--- config.mk ---
export PLATFORM = sky130hd
export DESIGN_NAME = spi_slave_word_flat
export DESIGN_NICKNAME = d
export VERILOG_FILES = /design/src/rtl/spi_slave_word_if.sv /design/src/rtl/spi_slave_word.sv /design/src/flat_wrapper.sv
export SDC_FILE = /design/constraint.sdc
export NUM_CORES = 1
export LEC_CHECK = 0
export ABC_AREA = 0
export BUFFER_PORTS_ARGS = -buffer_cell sky130_fd_sc_hd__buf_4
export CORE_MARGIN = 8
export CORE_UTILIZATION = 55
export DETAILED_ROUTE_END_ITERATION = 8
export GPL_TIMING_DRIVEN = 0
export HOLD_SLACK_MARGIN = 0.06
export MAX_ROUTING_LAYER = met4
export PLACE_DENSITY = 0.78
export SKIP_CTS_REPAIR_TIMING = 1
export SLEW_MARGIN = 20
export SYNTH_ARGS = -nofsm -noshare
export SYNTH_HDL_FRONTEND = slang
export SYNTH_SLANG_ARGS = --single-unit
--- constraint.sdc ---
create_clock -name clk -period 2.4 [get_ports clk]
set_input_delay 0.12 -clock clk [delete_from_list [all_inputs] [get_ports clk]]
set_output_delay 0.12 -clock clk [all_outputs]
set_load 0.01 [all_outputs]
--- src/rtl/spi_slave_word_if.sv ---
// Word-side bundle of the SPI slave: tx holding-register handshake, rx word strobe and frame status.
interface spi_slave_word_if #(
  parameter int WIDTH = 8
);
  logic [WIDTH-1:0] tx_data;
  logic             tx_valid;
  logic             tx_ready;
  logic [WIDTH-1:0] rx_data;
  logic             rx_valid;
  logic             tx_underrun;
  logic             frame_active;
  logic             frame_done;
  logic             frame_abort;
  logic [15:0]      word_count;

  modport slave (
    input  tx_data, tx_valid,
    output tx_ready, rx_data, rx_valid, tx_underrun,
           frame_active, frame_done, frame_abort, word_count
  );

  modport master (
    output tx_data, tx_valid,
    input  tx_ready, rx_data, rx_valid, tx_underrun,
           frame_active, frame_done, frame_abort, word_count
  );
endinterface

--- src/rtl/spi_slave_word.sv ---
// Oversampling SPI slave: multi-word frames, any CPOL/CPHA, selectable bit order, tx holding register.
// Pins pass through in-fabric synchronisers; SCK must be at least 8 clk periods long.
module spi_slave_word #(
  parameter int   WIDTH     = 8,
  parameter int   CPOL      = 0,
  parameter int   CPHA      = 0,
  parameter int   MSB_FIRST = 1,
  parameter logic TX_FILL   = 1'b0
) (
  input  logic              clk,
  input  logic              reset,
  input  logic              sck,
  input  logic              ssel,
  input  logic              mosi,
  output logic              miso,
  output logic              miso_oe,
  spi_slave_word_if.slave   bus
);

  localparam int            BW       = $clog2(WIDTH);
  localparam logic [BW-1:0] LAST_BIT = BW'(WIDTH - 1);
  localparam logic          SCK_IDLE = (CPOL != 0);

  logic [2:0]       sck_s, ssel_s;
  logic [1:0]       mosi_s, prime;
  logic             armed, active, hold_full;
  logic [WIDTH-1:0] hold, tx_sh, rx_sh, rx_q, rx_next;
  logic [BW-1:0]    bitcnt;
  logic [15:0]      wcnt;
  logic             rx_vld_q, und_q, done_q, abort_q;

  logic sck_rise, sck_fall, lead_edge, trail_edge;
  logic ssel_fall, ssel_rise, frame_start, frame_end, edge_ok;
  logic sample, shift, load, accept;

  always_comb begin
    sck_rise    = sck_s[1] & ~sck_s[2];
    sck_fall    = ~sck_s[1] & sck_s[2];
    lead_edge   = (CPOL != 0) ? sck_fall : sck_rise;
    trail_edge  = (CPOL != 0) ? sck_rise : sck_fall;
    ssel_fall   = ssel_s[2] & ~ssel_s[1];
    ssel_rise   = ~ssel_s[2] & ssel_s[1];
    frame_start = ssel_fall & armed & ~active;
    frame_end   = ssel_rise & active;
    // A deassert in the same cycle as an SCK edge takes priority over the edge.
    edge_ok     = active & ~ssel_rise;
    sample      = edge_ok & ((CPHA != 0) ? trail_edge : lead_edge);
    shift       = edge_ok & ((CPHA != 0) ? lead_edge : trail_edge);
    load        = (shift & (bitcnt == '0)) | (frame_start & (CPHA == 0));
    accept      = bus.tx_valid & ~hold_full;
    rx_next     = (MSB_FIRST != 0) ? {rx_sh[WIDTH-2:0], mosi_s[1]}
                                   : {mosi_s[1], rx_sh[WIDTH-1:1]};
  end

  always_ff @(posedge clk) begin
    if (reset) begin
      sck_s     <= {3{SCK_IDLE}};
      ssel_s    <= 3'b111;
      mosi_s    <= '0;
      prime     <= '0;
      armed     <= 1'b0;
      active    <= 1'b0;
      miso_oe   <= 1'b0;
      hold_full <= 1'b0;
      hold      <= '0;
      tx_sh     <= '0;
      rx_sh     <= '0;
      rx_q      <= '0;
      bitcnt    <= '0;
      wcnt      <= '0;
      rx_vld_q  <= 1'b0;
      und_q     <= 1'b0;
      done_q    <= 1'b0;
      abort_q   <= 1'b0;
    end else begin
      sck_s    <= {sck_s[1:0], sck};
      ssel_s   <= {ssel_s[1:0], ssel};
      mosi_s   <= {mosi_s[0], mosi};
      rx_vld_q <= 1'b0;
      und_q    <= 1'b0;
      done_q   <= 1'b0;
      abort_q  <= 1'b0;

      // The ssel chain starts out as reset filler; only arm once real samples reach stage 1.
      prime <= {prime[0], 1'b1};
      if (prime[1] && ssel_s[1]) armed <= 1'b1;

      if (frame_start) begin
        bitcnt  <= '0;
        wcnt    <= '0;
        active  <= 1'b1;
        miso_oe <= 1'b1;
      end

      if (frame_end) begin
        active  <= 1'b0;
        miso_oe <= 1'b0;
        done_q  <= 1'b1;
        abort_q <= (bitcnt != '0);
        bitcnt  <= '0;
      end

      if (sample) begin
        rx_sh <= rx_next;
        if (bitcnt == LAST_BIT) begin
          bitcnt   <= '0;
          rx_q     <= rx_next;
          rx_vld_q <= 1'b1;
          if (wcnt != 16'hFFFF) wcnt <= wcnt + 16'd1;
        end else begin
          bitcnt <= bitcnt + BW'(1);
        end
      end

      if (shift && bitcnt != '0)
        tx_sh <= (MSB_FIRST != 0) ? {tx_sh[WIDTH-2:0], 1'b0} : {1'b0, tx_sh[WIDTH-1:1]};

      if (load) begin
        if (hold_full) begin
          tx_sh <= hold;
        end else begin
          tx_sh <= {WIDTH{TX_FILL}};
          und_q <= 1'b1;
        end
      end

      // Accept only happens while empty, so it never collides with a load that drains hold.
      if (accept) begin
        hold      <= bus.tx_data;
        hold_full <= 1'b1;
      end else if (load && hold_full) begin
        hold_full <= 1'b0;
      end
    end
  end

  assign miso             = (MSB_FIRST != 0) ? tx_sh[WIDTH-1] : tx_sh[0];
  assign bus.tx_ready     = ~hold_full;
  assign bus.rx_data      = rx_q;
  assign bus.rx_valid     = rx_vld_q;
  assign bus.tx_underrun  = und_q;
  assign bus.frame_active = active;
  assign bus.frame_done   = done_q;
  assign bus.frame_abort  = abort_q;
  assign bus.word_count   = wcnt;

endmodule

--- src/flat_wrapper.sv ---
// flat-port wrapper written by rule: the top's interface ports become plain ports
module spi_slave_word_flat 
#(
  parameter int   WIDTH     = 8,
  parameter int   CPOL      = 0,
  parameter int   CPHA      = 0,
  parameter int   MSB_FIRST = 1,
  parameter logic TX_FILL   = 1'b0
)
  (clk, reset, sck, ssel, mosi, miso, miso_oe, bus_tx_data, bus_tx_valid, bus_tx_ready, bus_rx_data, bus_rx_valid, bus_tx_underrun, bus_frame_active, bus_frame_done, bus_frame_abort, bus_word_count);
  spi_slave_word_if #(.WIDTH(WIDTH)) bus_i ();
  input  logic clk;
  input  logic reset;
  input  logic sck;
  input  logic ssel;
  input  logic mosi;
  output logic miso;
  output logic miso_oe;
  input wire logic [$bits(bus_i.tx_data)-1:0] bus_tx_data;
  input wire logic [$bits(bus_i.tx_valid)-1:0] bus_tx_valid;
  output wire logic [$bits(bus_i.tx_ready)-1:0] bus_tx_ready;
  output wire logic [$bits(bus_i.rx_data)-1:0] bus_rx_data;
  output wire logic [$bits(bus_i.rx_valid)-1:0] bus_rx_valid;
  output wire logic [$bits(bus_i.tx_underrun)-1:0] bus_tx_underrun;
  output wire logic [$bits(bus_i.frame_active)-1:0] bus_frame_active;
  output wire logic [$bits(bus_i.frame_done)-1:0] bus_frame_done;
  output wire logic [$bits(bus_i.frame_abort)-1:0] bus_frame_abort;
  output wire logic [$bits(bus_i.word_count)-1:0] bus_word_count;
  assign bus_i.tx_data = bus_tx_data;
  assign bus_i.tx_valid = bus_tx_valid;
  assign bus_tx_ready = bus_i.tx_ready;
  assign bus_rx_data = bus_i.rx_data;
  assign bus_rx_valid = bus_i.rx_valid;
  assign bus_tx_underrun = bus_i.tx_underrun;
  assign bus_frame_active = bus_i.frame_active;
  assign bus_frame_done = bus_i.frame_done;
  assign bus_frame_abort = bus_i.frame_abort;
  assign bus_word_count = bus_i.word_count;
  spi_slave_word #(.WIDTH(WIDTH), .CPOL(CPOL), .CPHA(CPHA), .MSB_FIRST(MSB_FIRST), .TX_FILL(TX_FILL)) u_core (.clk(clk), .reset(reset), .sck(sck), .ssel(ssel), .mosi(mosi), .miso(miso), .miso_oe(miso_oe), .bus(bus_i));
endmodule
======== Word level (Yosys, flattened, before mapping) ========
Index checks and enable logic that the tools add are counted.
storage, ports and cells
  ROM bits ................................ 0
  bits in writable memories ............... 0
  output and inout bits ................... 32
  bits in latches ......................... 0
  bits of input ports ..................... 14
  flip-flop bits (word level) ............. 67
  logic and storage cells ................. 75
  memories ................................ 0
cells by class
  divide/modulo/power cells ............... 0
  shifts and indexed selects .............. 0
  bitwise logic cells ..................... 23
  $add $sub $neg .......................... 2
  eq/ne operators ......................... 2
  reduce and logical (&&, ||, !) cells .... 13
  $mul .................................... 0
  order comparisons ....................... 0
  multiplexer cells ....................... 17
operators by type and width
  kind                     count
  $mux W16                 4
  $mux W8                  3
  $add A16 B1 Y16 const B  1
  $ne A16 B16 Y1 const B   1
  $and A1 B1 Y1            12
  $mux W3                  4
  $not A1 Y1               10
  $reduce_or A2 Y1         4
  $mux W1                  6
  $reduce_bool A3 Y1       2
  $reduce_bool A2 Y1       2
  $add A3 B1 Y3 const B    1
  $eq A3 B3 Y1 const B     1
  $logic_and A1 B1 Y1      3
  $logic_not A3 Y1         1
  $reduce_and A2 Y1        1
  $or A1 B1 Y1             1

======== Depth between registers and ports, before layout ========
Gate-level depths: netlist (run 1).
  depth after elaboration ................. 10
  mapped depth ............................ 8
  mapped depth without buffers ............ 7

======== Worst setup path after synthesis (run 1) ========
No wires, ideal clock.
  path kind ............................... reg2reg
  start point ............................. register u_core.wcnt[0] (netlist: u_core.bus.word_count[0])
  end point ............................... register u_core.wcnt[3] (netlist: u_core.bus.word_count[3])
  setup time .............................. 0.122 ns
  path buffers ............................ 0
  clock period less this slack ............ 1.754 ns
  arrival ................................. 1.632 ns
  slack ................................... 0.646 ns
  cell stages (with the launch flop) ...... 7
  required time ........................... 2.278 ns
  cells stage by stage .................... dfxtp_1 -> ha_1 -> nand3_2 -> nor3_4 -> a211oi_4 -> and3_1 -> a221o_1
between the ends
  word-level cells in the longest chain between the ends .. 4
  elaborated cells on any way between the ends .. 5
  classes of those cells .................. 1 x add/sub; 1 x eq/ne; 3 x mux
ends and longest elaborated chain
  item                                                      RTL line               text
  start: declaration                                        spi_slave_word.sv:29   logic [15:0] wcnt;
  start signal: assignment                                  spi_slave_word.sv:109  if (wcnt != 16'hFFFF) wcnt <= wcnt + 16'd1;
  $add A16 B1 Y16 / $ne A16 B16 Y1 (equally long branches)  spi_slave_word.sv:109
  $mux W16 *                                                spi_slave_word.sv:109
  $mux W16 *                                                spi_slave_word.sv:105  if (bitcnt == LAST_BIT) begin
  $mux W16 *                                                spi_slave_word.sv:103  if (sample) begin
Every way passes the cells marked *; elsewhere a longest branch is shown, timed or not.
A chain may end at the register's enable or synchronous reset.

======== Worst setup path after layout (run 1) ========
Ends and elaborated chain as after synthesis.

==> reports/results.txt, run 1 <==
Vias/cell: 5.39
Register area share after synthesis: 0.485
Mapped Area: 2760 sq um
Ys Warns: 0
Post-route DRC: 0
Asr flop ratio synth: 0
Status: completed
Final worst setup slack: 486 ps
Period minus WS final: 1910 ps
Die footprint: 7550 sq um
TritonCTS buffer count: 9
Overall routing resource usage: 0.183
Largest net degree at the start of global routing: 13
Gr ovfl total: 0
Clk buf depth: 2
First-pass GRT wire length: 10600 um
Number of fillers in the final layout: 382
Util after Layout: 0.708
Final TNS setup: 0 ps
Area Overhead vs Synth: 27.5%
RSZ-0062 raised after global routing: false
Tightest Pin Transition: 737 ps
Max cap viols: 0
CP max FO: 10
Core Region: 4980 sq um
Fmax: 522 MHz
Vias in the first global route: 2308
CP bufs+invs: 1
Crit start category: register
Sink Count: 67
Seq cells post-synth: 67
Clk Latency, worst-skew pair: 340 ps
Total power: 2.23 mW
Footprint of the multi-input gates: 1330 sq um
LEAKAGE: 1.44 nW
DP HPWL: 4410 um
CP required: 2620 ps
Critical path's slowest cell: dfxtp_1
Die X: 86.9 um
PwrDens: 633 nW/um^2
Post-synth EDFFs: 0
Period utilization: 0.798
Die H: 86.9 um
Final nets: 385
Placer congestion estimate: 0.796
VDD IR-drop max: 0.393 mV
Switching share of total power: 0.227
First-pass DRT Iterations: 5
FF-to-FF path depth: 6
Routed Antenna Nets: 0
CP arrival: 2140 ps
Cell Rows: 26
Setup slack at placement: 496 ps
Clk_skew: 9.60 ps
Initial core utilization: 0.555
Initial antenna violation count: 0
Htree depth: 3
Post-Syn Area per Cell: 9.24 sq um
I/O Pins: 46
DR vias: 2387
Net switching power: 0.506 mW
CP endpoint kind: register
Main synth FF type: dfxtp_1
Count of cell types in the netlist: 50
Reg power frac: 0.513
Worst setup path start: u_core.bus.word_count[0]
Max incr delay on CP: 400 ps
Kind of critical path: reg2reg
Clock root buffer: clkbuf_8
Delay-heaviest family, CP: simple AND/OR/NAND/NOR gates
Hold WC Path Type: in2reg
CTS tree: done
Final setup viols: 0
Syn_nets: 317
Hold Vio Cnt, Final: 0
Internal power: 1.73 mW
Fraction of layout cells with a size suffix above 1: 0.223
Avg WL per Cell: 14.6 um
Crit-path cells: ha_1, nand3_2, nor3_4, a211oi_4, buf_6, a221o_1
Sequential Area: 1340 sq um
Slew Viols, Final: 0
Reg2reg end: u_core.bus.word_count[3]
Reg clk slew, reported paths: 80 ps
End of the critical path: u_core.bus.word_count[3]
Clock group share of total power: 0.436
Initial drt markers: 89
Post-Syn Instances: 299
Worst r2r src: u_core.bus.word_count[0]
Drt total wl: 6480 um
Max_slew headroom: 0.507
Port Buffers: 45
Logic pwr share: 0.051
Fin Hold WS: 270 ps
WP depth: 6
R2R Setup Slk: 490 ps
[metrics by stage]
stage          instance area, sq um  std cells
2_1_floorplan                  2760        299
4_1_cts                        3400        430
5_1_grt                        3520        442
3_5_place_dp                   3190        414
3_3_place_gp                   3190        414
6_report                       3520        443
[cell usage after synthesis, types with 5 or more instances]
master	count	area, sq um
nor2b_1	10	62.6
nand2_1	45	169
clkbuf_1	7	26.3
and3_1	5	31.3
nor3_1	15	75.1
nand3_1	6	30.0
a221oi_1	7	61.3
mux2i_1	8	80.1
dfxtp_1	67	1340
a21oi_1	23	115
a22oi_1	5	37.5
nor2_1	31	116
[state kept, by name (all words and copies together) (netlist names)]
register,flops
u_core.bus.word_count,16
u_core.hold_full,1
u_core.bus.rx_data,8
u_core.miso_oe,1
u_core.bus.frame_abort,1
u_core.prime,2
u_core.bitcnt,3
u_core.sck_s,3
u_core.rx_sh,7
u_core.bus.tx_underrun,1
u_core.ssel_s,3
u_core.armed,1
u_core.tx_sh,8
u_core.bus.rx_valid,1
u_core.mosi_s,2
u_core.hold,8
u_core.bus.frame_done,1
[cells in the final DEF (no fill, tap or decap), drive strengths merged, types with 4 or more instances in the layout]
cell         instances
and3                 6
ha                   4
dfxtp               67
dlygate4sd3         12
a22o                 4
a221oi               7
mux2i                8
nand2               45
nor3                17
inv                  5
clkbuf              18
a221o                4
a22oi                5
nor2                32
a21oi               24
or2                  6
nand3               10
buf                 53
nor2b               10
[worst reg2reg max path, stage by stage, from the launching register on]
cell	delay [ps]
dfxtp_1	400
ha_1	260
nand3_2	180
nor3_4	340
a211oi_4	160
buf_6	180
a221o_1	280
[final cells by class]
| class | count | area share |
|---|---|---|
| flip-flops and latches | 67 | 0.381 |
| multi-input cells | 212 | 0.377 |
| repair buffers | 57 | 0.130 |
| clock buffers | 11 | 0.0430 |
| well taps | 70 | 0.0249 |
| plain buffers | 15 | 0.0213 |
| clock inverters | 5 | 0.0170 |
| inverters | 5 | 0.00533 |
| diodes | 1 | 0.000710 |
[logic make-up (layout without fill, tap and decap cells)]
family / count (synthesis) / after routing / share of synthesized area
flip-flops: 67 / 67 / 0.485
AO/OA/AOI/OAI: 57 / 57 / 0.159
XOR/XNOR: 2 / 2 / 0.00634
multiplexers: 8 / 8 / 0.0290
other: 0 / 1 / 0
AND/OR/NAND/NOR: 141 / 141 / 0.268
buffers and inverters: 20 / 93 / 0.0339
adder cells (fa/ha/maj): 4 / 4 / 0.0181
[power groups by stage]
stage | registers, mW | logic (mW) | clock network [mW]
global route | 1.15 | 0.124 | 1.05
global placement | 1.17 | 0.0945 | 0
floorplan | 1.17 | 0.0573 | 0
CTS | 1.14 | 0.0973 | 0.995
detailed placement | 1.17 | 0.0966 | 0
finish | 1.14 | 0.113 | 0.974
[routing by layer]
metal  track usage  up-vias  wire [um]  part of all wire
met2         0.289       51       3150              0.49
met3        0.0462       11        252             0.039
met4        0.0892        0        133             0.021
li1              -     1203          -                 -
met1         0.213     1122       2940              0.45
met5             -        -          0                 0
[worst min-delay path by stage]
| stage | from | to | slack (ps) | cells past startpoint |
|---|---|---|---|---|
| floorplan | reset | u_core.prime[0] | 210 | 1 |
| finish | bus_tx_valid | u_core.hold[6] | 270 | 4 |
| CTS | ssel | u_core.ssel_s[0] | -50 | 2 |
| global route | bus_tx_valid | u_core.hold[6] | 270 | 4 |
| detailed placement | ssel | u_core.ssel_s[0] | 310 | 2 |
| global placement | ssel | u_core.ssel_s[0] | 310 | 2 |
Power figures use the tool's default switching activity.
==> run 2, diff against run 1 <==
--- a/config.mk
+++ b/config.mk
@@ -5,15 +5,15 @@
 export SDC_FILE = /design/constraint.sdc
 export NUM_CORES = 1
 export LEC_CHECK = 0
-export ABC_AREA = 0
+export ABC_AREA = 1
 export BUFFER_PORTS_ARGS = -buffer_cell sky130_fd_sc_hd__buf_4
 export CORE_MARGIN = 8
-export CORE_UTILIZATION = 55
+export CORE_UTILIZATION = 51
 export DETAILED_ROUTE_END_ITERATION = 8
 export GPL_TIMING_DRIVEN = 0
 export HOLD_SLACK_MARGIN = 0.06
 export MAX_ROUTING_LAYER = met4
-export PLACE_DENSITY = 0.78
+export PLACE_DENSITY = 0.76
 export SKIP_CTS_REPAIR_TIMING = 1
 export SLEW_MARGIN = 20
 export SYNTH_ARGS = -nofsm -noshare
==> constraint.sdc (replaced) <==
create_clock -name clk -period 1.7 [get_ports clk]
set_input_delay 0.085 -clock clk [delete_from_list [all_inputs] [get_ports clk]]
set_output_delay 0.085 -clock clk [all_outputs]
set_load 0.01 [all_outputs]
==> run 2 against run 1 <==
Against the previous run: final cell count increased by 30%; non-clock buffer count increased by 2; synthesized cell count increased by 43%; sequential share of layout area decreased by 2.7 points; critical path depth increased by 5; clock skew decreased by 4.8 ps; setup slack got worse by 370 ps; register-to-register slack got worse by 370 ps; first-iteration DRC count increased by 120%; flip-flop and latch count unchanged; combinational power increased by 42%.
==> reports/results.txt, run 2 <==
Status: completed (unchanged)
Dominant cell type by area after synthesis: dfxtp_1 (unchanged)
CP endpoint kind: register (unchanged)
Final nets: 516 (was 385)
Ys Warns: 0 (unchanged)
Register area share after synthesis: 0.443 (was 0.485)
Post-synth EDFFs: 0 (unchanged)
Fin Hold WS: 7.01 ps (was 270 ps)
Largest net degree at the start of global routing: 11 (was 13)
Clock group share of total power: 0.425 (was 0.436)
Switching share of total power: 0.217 (was 0.227)
Slew Viols, Final: 0 (unchanged)
Post-Syn Area per Cell: 7.08 sq um (was 9.24 sq um)
Max reg flops: 16 (unchanged)
Initial core utilization: 0.521 (was 0.555)
Clock root buffer: clkbuf_8 (unchanged)
Max_slew headroom: 0.643 (was 0.507)
Die footprint: 8660 sq um (was 7550 sq um)
WP depth: 11 (was 6)
Post-Syn Instances: 428 (was 299)
Reg clk slew, reported paths: 70 ps (was 80 ps)
Most common cell after layout, fill and taps aside: nand2_1 (was dfxtp_1)
Kind of critical path: reg2reg (unchanged)
Core Region: 5820 sq um (was 4980 sq um)
First-pass GRT wire length: 11700 um (was 10600 um)
VDD IR-drop max: 0.563 mV (was 0.393 mV)
Main synth FF type: dfxtp_1 (unchanged)
Count of cell types in the netlist: 29 (was 50)
DP HPWL: 5000 um (was 4410 um)
Yosys top cell area share: 0.443 (was 0.485)
Crit-path cells: ha_2, nand2_1, inv_1, nand2_2, nor2_4, nand2_4, nand2_4, buf_6, nand2_1, nand2_1, nor2_1 (was ha_1, nand3_2, nor3_4, a211oi_4, buf_6, a221o_1)
CP arrival: 1820 ps (was 2140 ps)
Drt total wl: 7030 um (was 6480 um)
Worst setup path start: u_core.bus.word_count[0] (unchanged)
Hold path cells: 3 (was 4)
Logic pwr share: 0.052 (was 0.051)
Most frequent cells in the layout: nand2_1 (105), nor2_1 (85), dfxtp_1 (65) (was dfxtp_1 (67), buf_4 (47), nand2_1 (45))
Final setup viols: 0 (unchanged)
Gr ovfl total: 0 (unchanged)
Die X: 93.1 um (was 86.9 um)
Worst r2r src: u_core.bus.word_count[0] (unchanged)
FF-to-FF path depth: 11 (was 6)
Max incr delay on CP: 360 ps (was 400 ps)
Ranking of synthesized cells by area: dfxtp_1 (44%), nand2_1 (13%), nor2_1 (11%) (was dfxtp_1 (49%), nand2_1 (6.1%), nor2_1 (4.2%))
Clk buf depth: 2 (unchanged)
CP bufs+invs: 2 (was 1)
Net switching power: 0.673 mW (was 0.506 mW)
LEAKAGE: 1.74 nW (was 1.44 nW)
Tightest Pin Transition: 536 ps (was 737 ps)
CP required: 1930 ps (was 2620 ps)
Period utilization: 0.934 (was 0.798)
Sink Count: 67 (unchanged)
Placer congestion estimate: 0.839 (was 0.796)
Die H: 93.1 um (was 86.9 um)
Cell with the most instances after synthesis: nand2_1 (was dfxtp_1)
Avg WL per Cell: 12.2 um (was 14.6 um)
Overall routing resource usage: 0.172 (was 0.183)
Hold path startpoint: bus_tx_data[0] (was bus_tx_valid)
CTS tree: done (unchanged)
DR vias: 2876 (was 2387)
Fraction of layout cells with a size suffix above 1: 0.195 (was 0.223)
Delay-heaviest family, CP: simple AND/OR/NAND/NOR gates (unchanged)
Internal power: 2.43 mW (was 1.73 mW)
Routed Antenna Nets: 0 (unchanged)
Asr flop ratio synth: 0 (unchanged)
Cell Rows: 28 (was 26)
Vias in the first global route: 2651 (was 2308)
Hold WC Path Type: in2reg (unchanged)
Initial antenna violation count: 0 (unchanged)
PwrDens: 815 nW/um^2 (was 633 nW/um^2)
Mapped Area: 3030 sq um (was 2760 sq um)
Crit start category: register (unchanged)
Htree depth: 3 (unchanged)
Most used cell along the critical path: nand2_1
Vias/cell: 4.98 (was 5.39)
Seq cells post-synth: 67 (unchanged)
Post-route DRC: 0 (unchanged)
Ant. Diodes: 0 (was 1)
TritonCTS buffer count: 9 (unchanged)
Reg power frac: 0.523 (was 0.513)
Port Buffers: 45 (unchanged)
Clk_skew: 4.75 ps (was 9.60 ps)
Hold Vio Cnt, Final: 0 (unchanged)
Initial drt markers: 199 (was 89)
Final TNS setup: 0 ps (unchanged)
Dpl cells: 548 (was 414)
CP max FO: 10 (unchanged)
Area Overhead vs Synth: 25.5% (was 27.5%)
Clk Latency, worst-skew pair: 340 ps (about the same)
I/O Pins: 46 (unchanged)
Total power: 3.10 mW (was 2.23 mW)
Fin cells: 577 (was 443)
Syn_nets: 446 (was 317)
Synth top cells by count: nand2_1 (105), nor2_1 (87), dfxtp_1 (67) (was dfxtp_1 (67), nand2_1 (45), nor2_1 (31))
Critical path's slowest cell: dfxtp_2 (was dfxtp_1)
Max cap viols: 0 (unchanged)
First-pass DRT Iterations: 4 (was 5)
Period minus WS final: 1590 ps (was 1910 ps)
Fmax: 630 MHz (was 522 MHz)
[run 2: cell count changes after synthesis, moves of 13 or more]
cell,previous run,this run
nor3_1,15,2
nor2_1,31,87
o21ai_0,0,25
inv_1,4,32
nand2_1,45,105
nand3_1,6,20
[run 2: cells by family after synthesis]
group | after synthesis | share of synthesized area
simple gates | 246 | 0.355
flops | 67 | 0.443
compound gates | 58 | 0.103
buf+inv | 53 | 0.0826
fa+ha+maj | 4 | 0.0165
[run 2: layout make-up]
class | instances | area, sq um
Fill cell | 541 | 2010
Multi-Input combinational cell | 308 | 1450
Sequential cell | 67 | 1340
Timing Repair Buffer | 59 | 470
Clock buffer | 13 | 159
Inverter | 38 | 143
Buffer | 15 | 108
Tap cell | 75 | 93.8
Clock inverter | 2 | 35.0
[run 2: metrics by stage]
stage          cell area, sq um  setup WS, ps   util
2_1_floorplan              3030           223      -
3_3_place_gp               3460          94.6  0.595
3_5_place_dp               3460          80.1  0.595
4_1_cts                    3660          51.0  0.629
5_1_grt                    3800         -1.02  0.654
6_report                   3800           112  0.654
[run 2: path summary, 6_finish.rpt]
path	endpoint	slack (ps)
setup / recovery	u_core.bus.word_count[9]	110
hold / removal	u_core.hold[0]	7
setup reg to reg	u_core.bus.word_count[9]	110
hold reg to reg	u_core.prime[1]	400
[run 2: power groups by stage]
stage / logic [mW] / registers (mW) / clock network [mW]
2_1_floorplan: 0.0872 / 1.65 / 0
3_3_place_gp: 0.136 / 1.66 / 0
3_5_place_dp: 0.140 / 1.66 / 0
4_1_cts: 0.140 / 1.62 / 1.34
5_1_grt: 0.181 / 1.62 / 1.41
6_report: 0.160 / 1.62 / 1.32
[run 2: per-layer routing]
layer | track usage | up-vias | routed length (um)
met5 | - | - | 0
met4 | 0.0805 | 0 | 119
met3 | 0.0449 | 10 | 379
met2 | 0.284 | 81 | 3480
met1 | 0.189 | 1293 | 3060
li1 | - | 1492 | -
[run 2: worst reg2reg max path, cell delays in order (launching register included)]
cell and delay [ps]:
dfxtp_2 360, ha_2 190, nand2_1 50, inv_1 100, nand2_2 80, nor2_4 140
nand2_4 120, nand2_4 110, buf_6 150, nand2_1 70, nand2_1 60, nor2_1 50
==> run 3, diff against run 2 <==
--- a/config.mk
+++ b/config.mk
@@ -13,7 +13,7 @@
 export GPL_TIMING_DRIVEN = 0
 export HOLD_SLACK_MARGIN = 0.06
 export MAX_ROUTING_LAYER = met4
-export PLACE_DENSITY = 0.76
+export PLACE_DENSITY = 0.74
 export SKIP_CTS_REPAIR_TIMING = 1
 export SLEW_MARGIN = 20
 export SYNTH_ARGS = -nofsm -noshare
==> run 3 against run 2 <==
Against the previous run: the run now ends with hold timing left; critical path depth is the same; largest cell class unchanged; highest routed layer unchanged; critical endpoint is now u_core.bus.word_count[13]; global-route usage is essentially flat; maximum frequency grew 2.1%.
==> reports/results.txt, run 3 (synthesis results as in run 2) <==
CTS tree: done (unchanged)
Reg clk slew, reported paths: 70 ps (about the same)
Port Buffers: 45 (unchanged)
Placer congestion estimate: 0.844 (was 0.839)
Fin Hold WS: -2.95 ps (was 7.01 ps)
Tightest Pin Transition: 561 ps (was 536 ps)
Reg2reg end: u_core.bus.word_count[13] (was u_core.bus.word_count[9])
Crit start category: register (unchanged)
Kind of critical path: reg2reg (unchanged)
Hold path cells: 3 (unchanged)
First-pass GRT wire length: 11800 um (was 11700 um)
CP required: 1930 ps (about the same)
FF-to-FF path depth: 11 (unchanged)
Initial core utilization: 0.521 (unchanged)
Drt total wl: 6880 um (was 7030 um)
Status: finished, violations left (was completed)
VDD IR-drop max: 0.614 mV (was 0.563 mV)
Most common cell after layout, fill and taps aside: nand2_1 (unchanged)
Worst r2r src: u_core.bus.word_count[0] (unchanged)
PwrDens: 803 nW/um^2 (was 815 nW/um^2)
Post-route DRC: 0 (unchanged)
Largest net degree at the start of global routing: 12 (was 11)
Placed cell area: 3460 sq um (unchanged)
Die X: 93.1 um (unchanged)
DR vias: 2827 (was 2876)
I/O Pins: 46 (unchanged)
Period minus WS final: 1560 ps (was 1590 ps)
Most frequent cells in the layout: nand2_1 (105), nor2_1 (86), dfxtp_1 (65) (was nand2_1 (105), nor2_1 (85), dfxtp_1 (65))
Initial antenna violation count: 0 (unchanged)
Final setup viols: 0 (unchanged)
R2R Setup Slk: 140 ps (was 110 ps)
Hold WC Path Type: in2reg (unchanged)
Max cap viols: 0 (unchanged)
CP max FO: 10 (unchanged)
Clk buf depth: 2 (unchanged)
Clock root buffer: clkbuf_8 (unchanged)
CP arrival: 1790 ps (was 1820 ps)
Violated checks: hold timing
Max_slew headroom: 0.626 (was 0.643)
Clk Latency, worst-skew pair: 340 ps (about the same)
Die H: 93.1 um (unchanged)
TritonCTS buffer count: 9 (unchanged)
Max reg flops: 16 (unchanged)
Hold path startpoint: bus_tx_data[4] (was bus_tx_data[0])
First-pass DRT Iterations: 4 (unchanged)
RSZ-0062 raised after global routing: false
Ant. Diodes: 0 (unchanged)
Clk_skew: 9.60 ps (was 4.75 ps)
Final TNS setup: 0 ps (unchanged)
Period utilization: 0.915 (was 0.934)
Final Instance Area: 3770 sq um (was 3800 sq um)
Slew Viols, Final: 0 (unchanged)
CP endpoint kind: register (unchanged)
Fraction of layout cells with a size suffix above 1: 0.190 (was 0.195)
Hold Vio Cnt, Final: 1 (was 0)
LEAKAGE: 1.73 nW (was 1.74 nW)
WHS Endpoint: u_core.hold[4] (was u_core.hold[0])
Die footprint: 8660 sq um (unchanged)
Sink Count: 67 (unchanged)
Area Overhead vs Synth: 24.5% (was 25.5%)
Vias in the first global route: 2676 (was 2651)
Core Region: 5820 sq um (unchanged)
Total power: 3.03 mW (was 3.10 mW)
Htree depth: 3 (unchanged)
Overall routing resource usage: 0.172 (about the same)
Final nets: 514 (was 516)
Vias/cell: 4.91 (was 4.98)
Fmax: 643 MHz (was 630 MHz)
Initial drt markers: 104 (was 199)
Gr ovfl total: 0 (unchanged)
Cell Rows: 28 (unchanged)
DP HPWL: 5030 um (was 5000 um)
Avg WL per Cell: 12.0 um (was 12.2 um)
Routed Antenna Nets: 0 (unchanged)
-- run 3: per-layer routing --
metal / routed length, um / share of wire / GRT usage / vias to the layer above
li1: - / - / - / 1489
met1: 3070 / 0.45 / 0.181 / 1281
met2: 3440 / 0.50 / 0.302 / 51
met3: 300 / 0.044 / 0.0441 / 6
met4: 72 / 0.010 / 0.0644 / 0
met5: 0 / 0 / - / -
-- run 3: worst max-delay path, stage by stage, from the launching register on --
cell and delay (ps):
dfxtp_2 360, ha_2 200, nand2_1 50, inv_1 80
nand2_2 70, nor2_4 150, nand2_4 120, nand2_4 110
buf_6 150, nand2_1 60, nand2_1 60, nor2_1 40
-- run 3: worst max-delay path by stage --
stage                        startpoint                   endpoint  slack, ps  depth (start not counted)
6_report       u_core.bus.word_count[0]  u_core.bus.word_count[13]        140                         11
5_1_grt                           reset           u_core.mosi_s[1]         20                          5
4_1_cts        u_core.bus.word_count[0]  u_core.bus.word_count[13]         60                         11
3_5_place_dp   u_core.bus.word_count[0]  u_core.bus.word_count[14]         70                          8
3_3_place_gp           u_core.bitcnt[0]   u_core.bus.word_count[6]         90                          8
2_1_floorplan  u_core.bus.word_count[1]   u_core.bus.word_count[0]        220                         11
-- run 3: area by class of cell --
cell class | count | area (sq um)
buffer | 15 | 108
clock buffer | 11 | 131
clock inverter | 5 | 53.8
fill | 545 | 2040
inverter | 38 | 143
multi-input combinational | 308 | 1440
sequential | 67 | 1340
tap | 75 | 93.8
timing repair buffer | 57 | 455
-- run 3: through the flow --
| stage | setup WS (ps) | hold slack, ps | util | std cells |
|---|---|---|---|---|
| after floorplan | 223 | 189 | - | 428 |
| after CTS | 63.2 | -76.6 | 0.627 | 564 |
| after global placement | 92.7 | 272 | 0.595 | 548 |
| after detailed placement | 68.9 | 276 | 0.595 | 548 |
| final | 144 | -2.95 | 0.649 | 576 |
| after global routing | 15.5 | 84.9 | 0.649 | 576 |
-- run 3: power by group --
| group | total (mW) | internal, mW | switching (mW) |
|---|---|---|---|
| clock network | 1.25 | 0.673 | 0.577 |
| logic | 0.159 | 0.0738 | 0.0857 |
| registers | 1.62 | 1.60 | 0.0164 |
| total | 3.03 | 2.35 | 0.679 |
